--- src/rtl/uram_arb_pkg.sv ---
// Shared widths and types for the URAM port arbiter: command word to the array
// and the tag carried through each port's read-latency pipe.
package uram_arb_pkg;

  localparam int ADDR_W = 23;
  localparam int DATA_W = 72;
  localparam int BWE_W  = 9;
  localparam int ID_W   = 3;  // enough for up to 8 requesters

  typedef struct packed {
    logic              en;
    logic              rdb_wr;
    logic [ADDR_W-1:0] addr;
    logic [DATA_W-1:0] din;
    logic [BWE_W-1:0]  bwe;
  } mem_cmd_t;

  typedef struct packed {
    logic            valid;
    logic [ID_W-1:0] id;
  } lat_tag_t;

  // An idle port drives an all-zero command; reads never carry byte enables.
  function automatic mem_cmd_t make_cmd(input logic              grant,
                                        input logic              we,
                                        input logic [ADDR_W-1:0] addr,
                                        input logic [DATA_W-1:0] din,
                                        input logic [BWE_W-1:0]  bwe);
    mem_cmd_t c;
    c = '0;
    if (grant) begin
      c.en     = 1'b1;
      c.rdb_wr = we;
      c.addr   = addr;
      c.din    = din;
      c.bwe    = we ? bwe : '0;
    end
    return c;
  endfunction

endpackage

--- src/rtl/uram_port_arbiter_if.sv ---
// Requester-side bundle of the URAM port arbiter: request handshake plus
// the read-response pulse returned to each requester.
interface uram_port_arbiter_if #(
  parameter int NREQ = 4
);
  // Handshake: a request transfers in any cycle where req_valid[i] and
  // req_ready[i] are both high; the requester holds its fields stable while
  // valid is high and not yet accepted. Responses are a single-cycle
  // rsp_valid[i] pulse with no backpressure.
  logic [NREQ-1:0]                        req_valid;
  logic [NREQ-1:0]                        req_ready;
  logic [NREQ-1:0]                        req_we;
  logic [NREQ*uram_arb_pkg::ADDR_W-1:0]   req_addr;
  logic [NREQ*uram_arb_pkg::DATA_W-1:0]   req_wdata;
  logic [NREQ*uram_arb_pkg::BWE_W-1:0]    req_bwe;
  logic [NREQ-1:0]                        rsp_valid;
  logic [NREQ*uram_arb_pkg::DATA_W-1:0]   rsp_data;

  modport master (
    output req_valid, req_we, req_addr, req_wdata, req_bwe,
    input  req_ready, rsp_valid, rsp_data
  );

  modport slave (
    input  req_valid, req_we, req_addr, req_wdata, req_bwe,
    output req_ready, rsp_valid, rsp_data
  );

endinterface

--- src/rtl/uram_rr_pick2.sv ---
// Combinational round-robin picker granting up to two requesters per cycle
// (port A then port B), skipping B candidates that collide with A's address.
module uram_rr_pick2
  import uram_arb_pkg::*;
#(
  parameter int NREQ  = 4,
  parameter int PTR_W = $clog2(NREQ)
) (
  input  logic [PTR_W-1:0]       rr_ptr,
  input  logic [NREQ-1:0]        valid,
  input  logic [NREQ-1:0]        we,
  input  logic [NREQ*ADDR_W-1:0] addr,
  output logic [NREQ-1:0]        grant_a,
  output logic [NREQ-1:0]        grant_b,
  output logic                   found_a,
  output logic                   found_b,
  output logic [PTR_W-1:0]       idx_a,
  output logic [PTR_W-1:0]       idx_b,
  output logic [PTR_W-1:0]       next_ptr
);

  always_comb begin
    int               k;
    int               last;
    logic [PTR_W-1:0] kk;
    logic             hazard;
    grant_a  = '0;
    grant_b  = '0;
    found_a  = 1'b0;
    found_b  = 1'b0;
    idx_a    = '0;
    idx_b    = '0;
    next_ptr = rr_ptr;
    k        = 0;
    last     = 0;
    kk       = '0;
    hazard   = 1'b0;
    for (int i = 0; i < NREQ; i++) begin
      k = int'(rr_ptr) + i;
      if (k >= NREQ) k = k - NREQ;
      kk = PTR_W'(k);
      if (valid[kk]) begin
        if (!found_a) begin
          found_a     = 1'b1;
          idx_a       = kk;
          grant_a[kk] = 1'b1;
        end else if (!found_b) begin
          // Same word on both ports with a write involved would race inside
          // the array; such a candidate waits and the scan moves on.
          hazard = (addr[int'(kk)*ADDR_W +: ADDR_W] == addr[int'(idx_a)*ADDR_W +: ADDR_W])
                   && (we[kk] || we[idx_a]);
          if (!hazard) begin
            found_b     = 1'b1;
            idx_b       = kk;
            grant_b[kk] = 1'b1;
          end
        end
      end
    end
    if (found_a) begin
      last = found_b ? int'(idx_b) : int'(idx_a);
      last = last + 1;
      if (last >= NREQ) last = 0;
      next_ptr = PTR_W'(last);
    end
  end

endmodule

--- src/rtl/uram_port_arbiter.sv ---
// Shares the A/B ports of the banked URAM array among NREQ requesters:
// two-grant round robin, registered command stage, per-port read return.
module uram_port_arbiter
  import uram_arb_pkg::*;
#(
  parameter int NREQ    = 4,
  parameter int MEM_LAT = 2
) (
  input  logic                     clk,
  input  logic                     rst_n,
  uram_port_arbiter_if.slave       req_if,
  output logic                     mem_en_a,
  output logic                     mem_rdb_wr_a,
  output logic [ADDR_W-1:0]        mem_addr_a,
  output logic [DATA_W-1:0]        mem_din_a,
  output logic [BWE_W-1:0]         mem_bwe_a,
  output logic                     mem_en_b,
  output logic                     mem_rdb_wr_b,
  output logic [ADDR_W-1:0]        mem_addr_b,
  output logic [DATA_W-1:0]        mem_din_b,
  output logic [BWE_W-1:0]         mem_bwe_b,
  input  logic [DATA_W-1:0]        mem_dout_a,
  input  logic [DATA_W-1:0]        mem_dout_b,
  output logic [$clog2(NREQ)-1:0]  dbg_rr_ptr
);

  localparam int PTR_W = $clog2(NREQ);

  logic [PTR_W-1:0] rr_ptr;
  logic [PTR_W-1:0] next_ptr;
  logic [PTR_W-1:0] idx_a;
  logic [PTR_W-1:0] idx_b;
  logic [NREQ-1:0]  grant_a;
  logic [NREQ-1:0]  grant_b;
  logic             found_a;
  logic             found_b;

  mem_cmd_t [1:0]            cmd_out;
  logic [1:0]                head_valid;
  logic [1:0][ID_W-1:0]      head_id;
  logic [NREQ-1:0]           hit_a;
  logic [NREQ-1:0]           hit_b;
  logic [NREQ-1:0][DATA_W-1:0] data_q;

  // Masking valid during reset keeps req_ready low and issues nothing.
  uram_rr_pick2 #(
    .NREQ  (NREQ),
    .PTR_W (PTR_W)
  ) u_pick (
    .rr_ptr   (rr_ptr),
    .valid    (req_if.req_valid & {NREQ{rst_n}}),
    .we       (req_if.req_we),
    .addr     (req_if.req_addr),
    .grant_a  (grant_a),
    .grant_b  (grant_b),
    .found_a  (found_a),
    .found_b  (found_b),
    .idx_a    (idx_a),
    .idx_b    (idx_b),
    .next_ptr (next_ptr)
  );

  assign req_if.req_ready = grant_a | grant_b;
  assign dbg_rr_ptr       = rr_ptr;

  always_ff @(posedge clk) begin
    if (!rst_n) rr_ptr <= '0;
    else        rr_ptr <= next_ptr;
  end

  for (genvar p = 0; p < 2; p++) begin : g_port
    logic [PTR_W-1:0] idx;
    logic             fnd;
    mem_cmd_t         cmd_d;
    mem_cmd_t         cmd_q;
    logic [ID_W-1:0]  id_q;
    lat_tag_t         pipe_q [MEM_LAT];

    assign idx   = (p == 0) ? idx_a : idx_b;
    assign fnd   = (p == 0) ? found_a : found_b;
    assign cmd_d = make_cmd(fnd, req_if.req_we[idx],
                            req_if.req_addr [int'(idx)*ADDR_W +: ADDR_W],
                            req_if.req_wdata[int'(idx)*DATA_W +: DATA_W],
                            req_if.req_bwe  [int'(idx)*BWE_W  +: BWE_W]);

    // The tag enters the pipe as the command leaves for the array, so the
    // head lines up with the array's DOUT MEM_LAT cycles later.
    always_ff @(posedge clk) begin
      if (!rst_n) begin
        cmd_q <= '0;
        id_q  <= '0;
        for (int s = 0; s < MEM_LAT; s++) pipe_q[s] <= '0;
      end else begin
        cmd_q     <= cmd_d;
        id_q      <= ID_W'(idx);
        pipe_q[0] <= lat_tag_t'{valid: cmd_q.en & ~cmd_q.rdb_wr, id: id_q};
        for (int s = 1; s < MEM_LAT; s++) pipe_q[s] <= pipe_q[s-1];
      end
    end

    assign cmd_out[p]    = cmd_q;
    assign head_valid[p] = pipe_q[MEM_LAT-1].valid;
    assign head_id[p]    = pipe_q[MEM_LAT-1].id;
  end

  assign mem_en_a     = cmd_out[0].en;
  assign mem_rdb_wr_a = cmd_out[0].rdb_wr;
  assign mem_addr_a   = cmd_out[0].addr;
  assign mem_din_a    = cmd_out[0].din;
  assign mem_bwe_a    = cmd_out[0].bwe;
  assign mem_en_b     = cmd_out[1].en;
  assign mem_rdb_wr_b = cmd_out[1].rdb_wr;
  assign mem_addr_b   = cmd_out[1].addr;
  assign mem_din_b    = cmd_out[1].din;
  assign mem_bwe_b    = cmd_out[1].bwe;

  always_comb begin
    hit_a = '0;
    hit_b = '0;
    for (int i = 0; i < NREQ; i++) begin
      hit_a[i] = rst_n & head_valid[0] & (head_id[0] == ID_W'(i));
      hit_b[i] = rst_n & head_valid[1] & (head_id[1] == ID_W'(i));
    end
  end

  assign req_if.rsp_valid = hit_a | hit_b;

  // DOUT is only valid in the pulse cycle; keep it for the requester after.
  always_ff @(posedge clk) begin
    if (!rst_n) begin
      data_q <= '0;
    end else begin
      for (int i = 0; i < NREQ; i++) begin
        if (hit_a[i])      data_q[i] <= mem_dout_a;
        else if (hit_b[i]) data_q[i] <= mem_dout_b;
      end
    end
  end

  always_comb begin
    req_if.rsp_data = '0;
    for (int i = 0; i < NREQ; i++) begin
      if (hit_a[i])      req_if.rsp_data[i*DATA_W +: DATA_W] = mem_dout_a;
      else if (hit_b[i]) req_if.rsp_data[i*DATA_W +: DATA_W] = mem_dout_b;
      else               req_if.rsp_data[i*DATA_W +: DATA_W] = data_q[i];
    end
  end

endmodule

--- src/flat_wrapper.sv ---
// flat-port wrapper written by rule: the top's interface ports become plain ports
module uram_port_arbiter_flat import uram_arb_pkg::*;
#(
  parameter int NREQ    = 4,
  parameter int MEM_LAT = 2
)
  (clk, rst_n, mem_en_a, mem_rdb_wr_a, mem_addr_a, mem_din_a, mem_bwe_a, mem_en_b, mem_rdb_wr_b, mem_addr_b, mem_din_b, mem_bwe_b, mem_dout_a, mem_dout_b, dbg_rr_ptr, req_if_req_valid, req_if_req_we, req_if_req_addr, req_if_req_wdata, req_if_req_bwe, req_if_req_ready, req_if_rsp_valid, req_if_rsp_data);
  uram_port_arbiter_if #(.NREQ(NREQ)) req_if_i ();
  input  logic clk;
  input  logic rst_n;
  output logic mem_en_a;
  output logic mem_rdb_wr_a;
  output logic [ADDR_W-1:0] mem_addr_a;
  output logic [DATA_W-1:0] mem_din_a;
  output logic [BWE_W-1:0] mem_bwe_a;
  output logic mem_en_b;
  output logic mem_rdb_wr_b;
  output logic [ADDR_W-1:0] mem_addr_b;
  output logic [DATA_W-1:0] mem_din_b;
  output logic [BWE_W-1:0] mem_bwe_b;
  input  logic [DATA_W-1:0] mem_dout_a;
  input  logic [DATA_W-1:0] mem_dout_b;
  output logic [$clog2(NREQ)-1:0] dbg_rr_ptr;
  input wire logic [$bits(req_if_i.req_valid)-1:0] req_if_req_valid;
  input wire logic [$bits(req_if_i.req_we)-1:0] req_if_req_we;
  input wire logic [$bits(req_if_i.req_addr)-1:0] req_if_req_addr;
  input wire logic [$bits(req_if_i.req_wdata)-1:0] req_if_req_wdata;
  input wire logic [$bits(req_if_i.req_bwe)-1:0] req_if_req_bwe;
  output wire logic [$bits(req_if_i.req_ready)-1:0] req_if_req_ready;
  output wire logic [$bits(req_if_i.rsp_valid)-1:0] req_if_rsp_valid;
  output wire logic [$bits(req_if_i.rsp_data)-1:0] req_if_rsp_data;
  assign req_if_i.req_valid = req_if_req_valid;
  assign req_if_i.req_we = req_if_req_we;
  assign req_if_i.req_addr = req_if_req_addr;
  assign req_if_i.req_wdata = req_if_req_wdata;
  assign req_if_i.req_bwe = req_if_req_bwe;
  assign req_if_req_ready = req_if_i.req_ready;
  assign req_if_rsp_valid = req_if_i.rsp_valid;
  assign req_if_rsp_data = req_if_i.rsp_data;
  uram_port_arbiter #(.NREQ(NREQ), .MEM_LAT(MEM_LAT)) u_core (.clk(clk), .rst_n(rst_n), .req_if(req_if_i), .mem_en_a(mem_en_a), .mem_rdb_wr_a(mem_rdb_wr_a), .mem_addr_a(mem_addr_a), .mem_din_a(mem_din_a), .mem_bwe_a(mem_bwe_a), .mem_en_b(mem_en_b), .mem_rdb_wr_b(mem_rdb_wr_b), .mem_addr_b(mem_addr_b), .mem_din_b(mem_din_b), .mem_bwe_b(mem_bwe_b), .mem_dout_a(mem_dout_a), .mem_dout_b(mem_dout_b), .dbg_rr_ptr(dbg_rr_ptr));
endmodule
--- config.mk ---
export PLATFORM = sky130hd
export DESIGN_NAME = uram_port_arbiter_flat
export DESIGN_NICKNAME = d
export VERILOG_FILES = /design/src/rtl/uram_arb_pkg.sv /design/src/rtl/uram_port_arbiter_if.sv /design/src/rtl/uram_rr_pick2.sv /design/src/rtl/uram_port_arbiter.sv /design/src/flat_wrapper.sv
export SDC_FILE = /design/constraint.sdc
export NUM_CORES = 2
export LEC_CHECK = 0
export ABC_CLOCK_PERIOD_IN_PS = 21900
export CAP_MARGIN = 20
export CORE_AREA = 2 2 417 419
export DETAILED_ROUTE_END_ITERATION = 10
export DIE_AREA = 0 0 419 421
export PLACE_DENSITY = 0.47
export SETUP_SLACK_MARGIN = 0.05
export SYNTH_ARGS = -nofsm -noshare
export SYNTH_HDL_FRONTEND = slang
export SYNTH_HIERARCHICAL = 1
export SYNTH_SLANG_ARGS = --single-unit
--- constraint.sdc ---
create_clock -name clk -period 21.9 [get_ports clk]
set_input_delay 5.475 -clock clk [delete_from_list [all_inputs] [get_ports clk]]
set_output_delay 5.475 -clock clk [all_outputs]
set_load 0.005 [all_outputs]
==> results.json <==
{
  "endpoint": "req_if_req_ready[3]",
  "synth-edff-count": 0,
  "cts_tree": "built",
  "critPathLaunch": "rst_n",
  "globalplace.congestion": 0.921,
  "finalCriticalPeriod_ps": 17840,
  "setup.worst_path.class": "in -> out",
  "vias": 36200,
  "avgViaCountPerCell": 5.10,
  "powerDensity_mw_per_mm2": 114,
  "synthesis.nets": 4396,
  "syn_inst": 3820,
  "finalHoldViolations": 0,
  "grt_max_degree": 194,
  "path_max_fanout": 56,
  "rsz0062_at_grt": "no",
  "clock_skew_ps": 52.2,
  "end_kind": "output pin",
  "worst_hold_slack_ps": 429,
  "worst_pin_slew_ps": 1080,
  "fin_crit_sh_pct": 81.5,
  "grt_pass1_wl_um": 269000,
  "grtUsageTotal_pct": 21.3,
  "wl_per_cell_um": 27.7,
  "cp_data_required_time_ps": 16430,
  "grt.overflow.total": 0,
  "outcome": "finished clean",
  "ys_ff_latch": 518,
  "drc": 0,
  "maxCapViolations": 0,
  "post_cts_buffers": 0,
  "yosys_warnings": 6,
  "row_count": 153,
  "hpwl_um": 144000,
  "core-area_sq_mm": 0.172,
  "antenna_found_initial": 84,
  "antenna_left": 0,
  "arrival_ps": 12360,
  "final_common_cell": "clkdlybuf4s50_1",
  "clock_latency_ps": 720,
  "max_freq_ghz": 0.0561,
  "io_pins": 1080,
  "maxSlewHeadroom_pct": 28.1,
  "leakage_nw": 16.3,
  "post_cts_resized": 0,
  "cts_sinks": 518,
  "die_height_um": 421,
  "layout.nets": 5242,
  "initial_utilization_pct": 19.2,
  "regToRegSetupSlack_ps": 12910,
  "synth_flop_cell": "dfxtp_1",
  "tns_ps": 0,
  "max-clock-path-buffers": 3,
  "reg2reg_depth": 21,
  "die_x_um": 419,
  "dieArea_sq_mm": 0.176,
  "critPathLaunchType": "primary input",
  "drive_gt1_share_pct": 10.9,
  "first_iter_violations": 3817,
  "r2r-start": "u_core/dbg_rr_ptr[1]$_SDFF_PN0_",
  "mostFrequentLayoutCells": "1,078 x clkdlybuf4s50_1, 619 x nand2_1, 576 x a31oi_1, 516 x dfxtp_1, 354 x o21ai_0",
  "final_util_pct": 28.0,
  "yosys.cell_types.count": 82,
  "setup_viol": 0,
  "hold_path_class": "reg -> reg",
  "cts_hold_buf": 0,
  "finalMaxSlewViolations": 0,
  "clk_pin_slew_worst_paths_ps": 50,
  "drt-total-wl_um": 197000,
  "n_fill_cell": 18300,
  "first_pass_iters": 6,
  "cts_inserted_buffers": 74,
  "async_flop_share_pct": 0,
  "port_buffers": 1079,
  "r2r-end": "u_core/mem_din_b[40]$_SDFF_PN0_",
  "syn_area_sq_mm": 0.0331,
  "syn_area_per_cell_sq_um": 8.68,
  "max-vdd-ir-drop_uv": 159,
  "grt_pass1_vias": 33400,
  "cts_root_buffer": "clkbuf_16",
  "syn_to_final_growth_pct": 45.8,
  "htree_levels": 3,
  "yosysSeqAreaShare_pct": 31.3
}
[worst min-delay path by stage]
stage                                             start                                        to  slack (ps)  depth (start not counted)
2_1_floorplan       u_core/g_port[0].id_q[0]$_SDFF_PN0_  u_core/g_port[0].pipe_q[0][0]$_SDFF_PN0_         410                          1
3_3_place_gp   u_core/g_port[1].pipe_q[0][0]$_SDFF_PN0_  u_core/g_port[1].pipe_q[0][4]$_SDFF_PN0_         420                          1
3_5_place_dp   u_core/g_port[0].pipe_q[0][0]$_SDFF_PN0_  u_core/g_port[0].pipe_q[0][4]$_SDFF_PN0_         420                          1
4_1_cts        u_core/g_port[0].pipe_q[0][0]$_SDFF_PN0_  u_core/g_port[0].pipe_q[0][4]$_SDFF_PN0_         430                          1
5_1_grt        u_core/g_port[0].pipe_q[0][0]$_SDFF_PN0_  u_core/g_port[0].pipe_q[0][4]$_SDFF_PN0_         440                          1
6_report       u_core/g_port[0].pipe_q[0][0]$_SDFF_PN0_  u_core/g_port[0].pipe_q[0][4]$_SDFF_PN0_         430                          1
[report_power, final]
group	internal [mW]	total (mW)	leakage, nW	switching [mW]
Combinational	1.51	3.05	10.9	1.54
Sequential	1.12	1.18	4.21	0.0601
Clock	0.749	1.27	1.23	0.520
[final cells by class]
class / count / area [sq um] / area share [%]
Inverter: 14 / 60.1 / 0.124
Clock inverter: 31 / 340 / 0.704
Sequential cell: 518 / 10400 / 21.5
Antenna cell: 45 / 113 / 0.233
Tap cell: 2325 / 2910 / 6.02
Multi-Input combinational cell: 2915 / 21000 / 43.5
Timing Repair Buffer: 1143 / 11300 / 23.5
Clock buffer: 103 / 2150 / 4.45
[state kept, by name, indices dropped and copies added (netlist names), 9 cells and up]
| name | flops |
|---|---|
| u_core/data_q | 288 |
| u_core/mem_bwe_b | 9 |
| u_core/g_port.pipe_q | 12 |
| u_core/mem_din_a | 72 |
| u_core/mem_din_b | 72 |
| u_core/mem_bwe_a | 9 |
| u_core/mem_addr_b | 23 |
| u_core/mem_addr_a | 23 |
[synth_stat cells, types with 23 or more instances]
master / count / share of area (%)
a31oi_1: 576 / 11
and3_1: 29 / 0.55
clkbuf_1: 149 / 1.7
nor2_1: 323 / 3.7
mux2i_1: 112 / 3.4
buf_2: 189 / 2.9
nand3_1: 49 / 0.74
xnor2_1: 27 / 0.71
nor3_1: 23 / 0.35
and2_1: 215 / 4.1
a21oi_1: 39 / 0.59
nand2_1: 619 / 7.0
o21ai_0: 354 / 5.3
dfxtp_1: 518 / 31
mux4_2: 282 / 19
[stage by stage]
stage | setup slack, ps | instance area (sq um) | std cells | total power, mW
6_report | 4060 | 48300 | 7094 | 5.50
5_1_grt | 3790 | 48300 | 7073 | 5.76
4_1_cts | 4130 | 48200 | 7049 | 5.56
3_5_place_dp | 4160 | 45700 | 6915 | 4.26
3_3_place_gp | 4140 | 45700 | 6915 | 4.26
2_1_floorplan | 5750 | 33100 | 3820 | 3.11
[worst max-delay path, cell delays in order]
cell and delay (ps):
clkbuf_8 350, and2_1 500, mux2_2 480, nand2_1 220
o21ai_0 160, buf_4 240, ha_1 250, buf_4 460
mux2_4 530, mux2i_1 270, or3_1 150, nand4_1 80
or4_1 550, nor4_1 340, and3_2 300, nor2_1 50
a22o_1 340, nor2_1 340, nand2_1 90, o21ai_0 70
or2_2 140, clkdlybuf4s50_1 820
[routing by layer]
layer / vias up / GRT usage, % / routed length (um)
met5: - / 0 / 255
met4: 40 / 10.1 / 8550
met3: 318 / 6.21 / 18200
met2: 1835 / 35.0 / 93900
met1: 17900 / 25.4 / 75600
li1: 16100 / - / -
[logic make-up (layout without fill, tap and decap cells)]
| logic type | count (synthesis) | in the layout | share of synthesized area [%] |
|---|---|---|---|
| AND/OR/NAND/NOR | 1377 | 1377 | 19.1 |
| AO/OA/AOI/OAI | 1083 | 1083 | 19.8 |
| flip-flops | 518 | 518 | 31.3 |
| multiplexers | 404 | 404 | 22.9 |
| buffers and inverters | 387 | 1291 | 5.57 |
| XOR/XNOR | 45 | 45 | 1.19 |
| adder cells (fa/ha/maj) | 6 | 6 | 0.226 |
| other | 0 | 45 | 0 |
(Power assumes the default switching activity.)
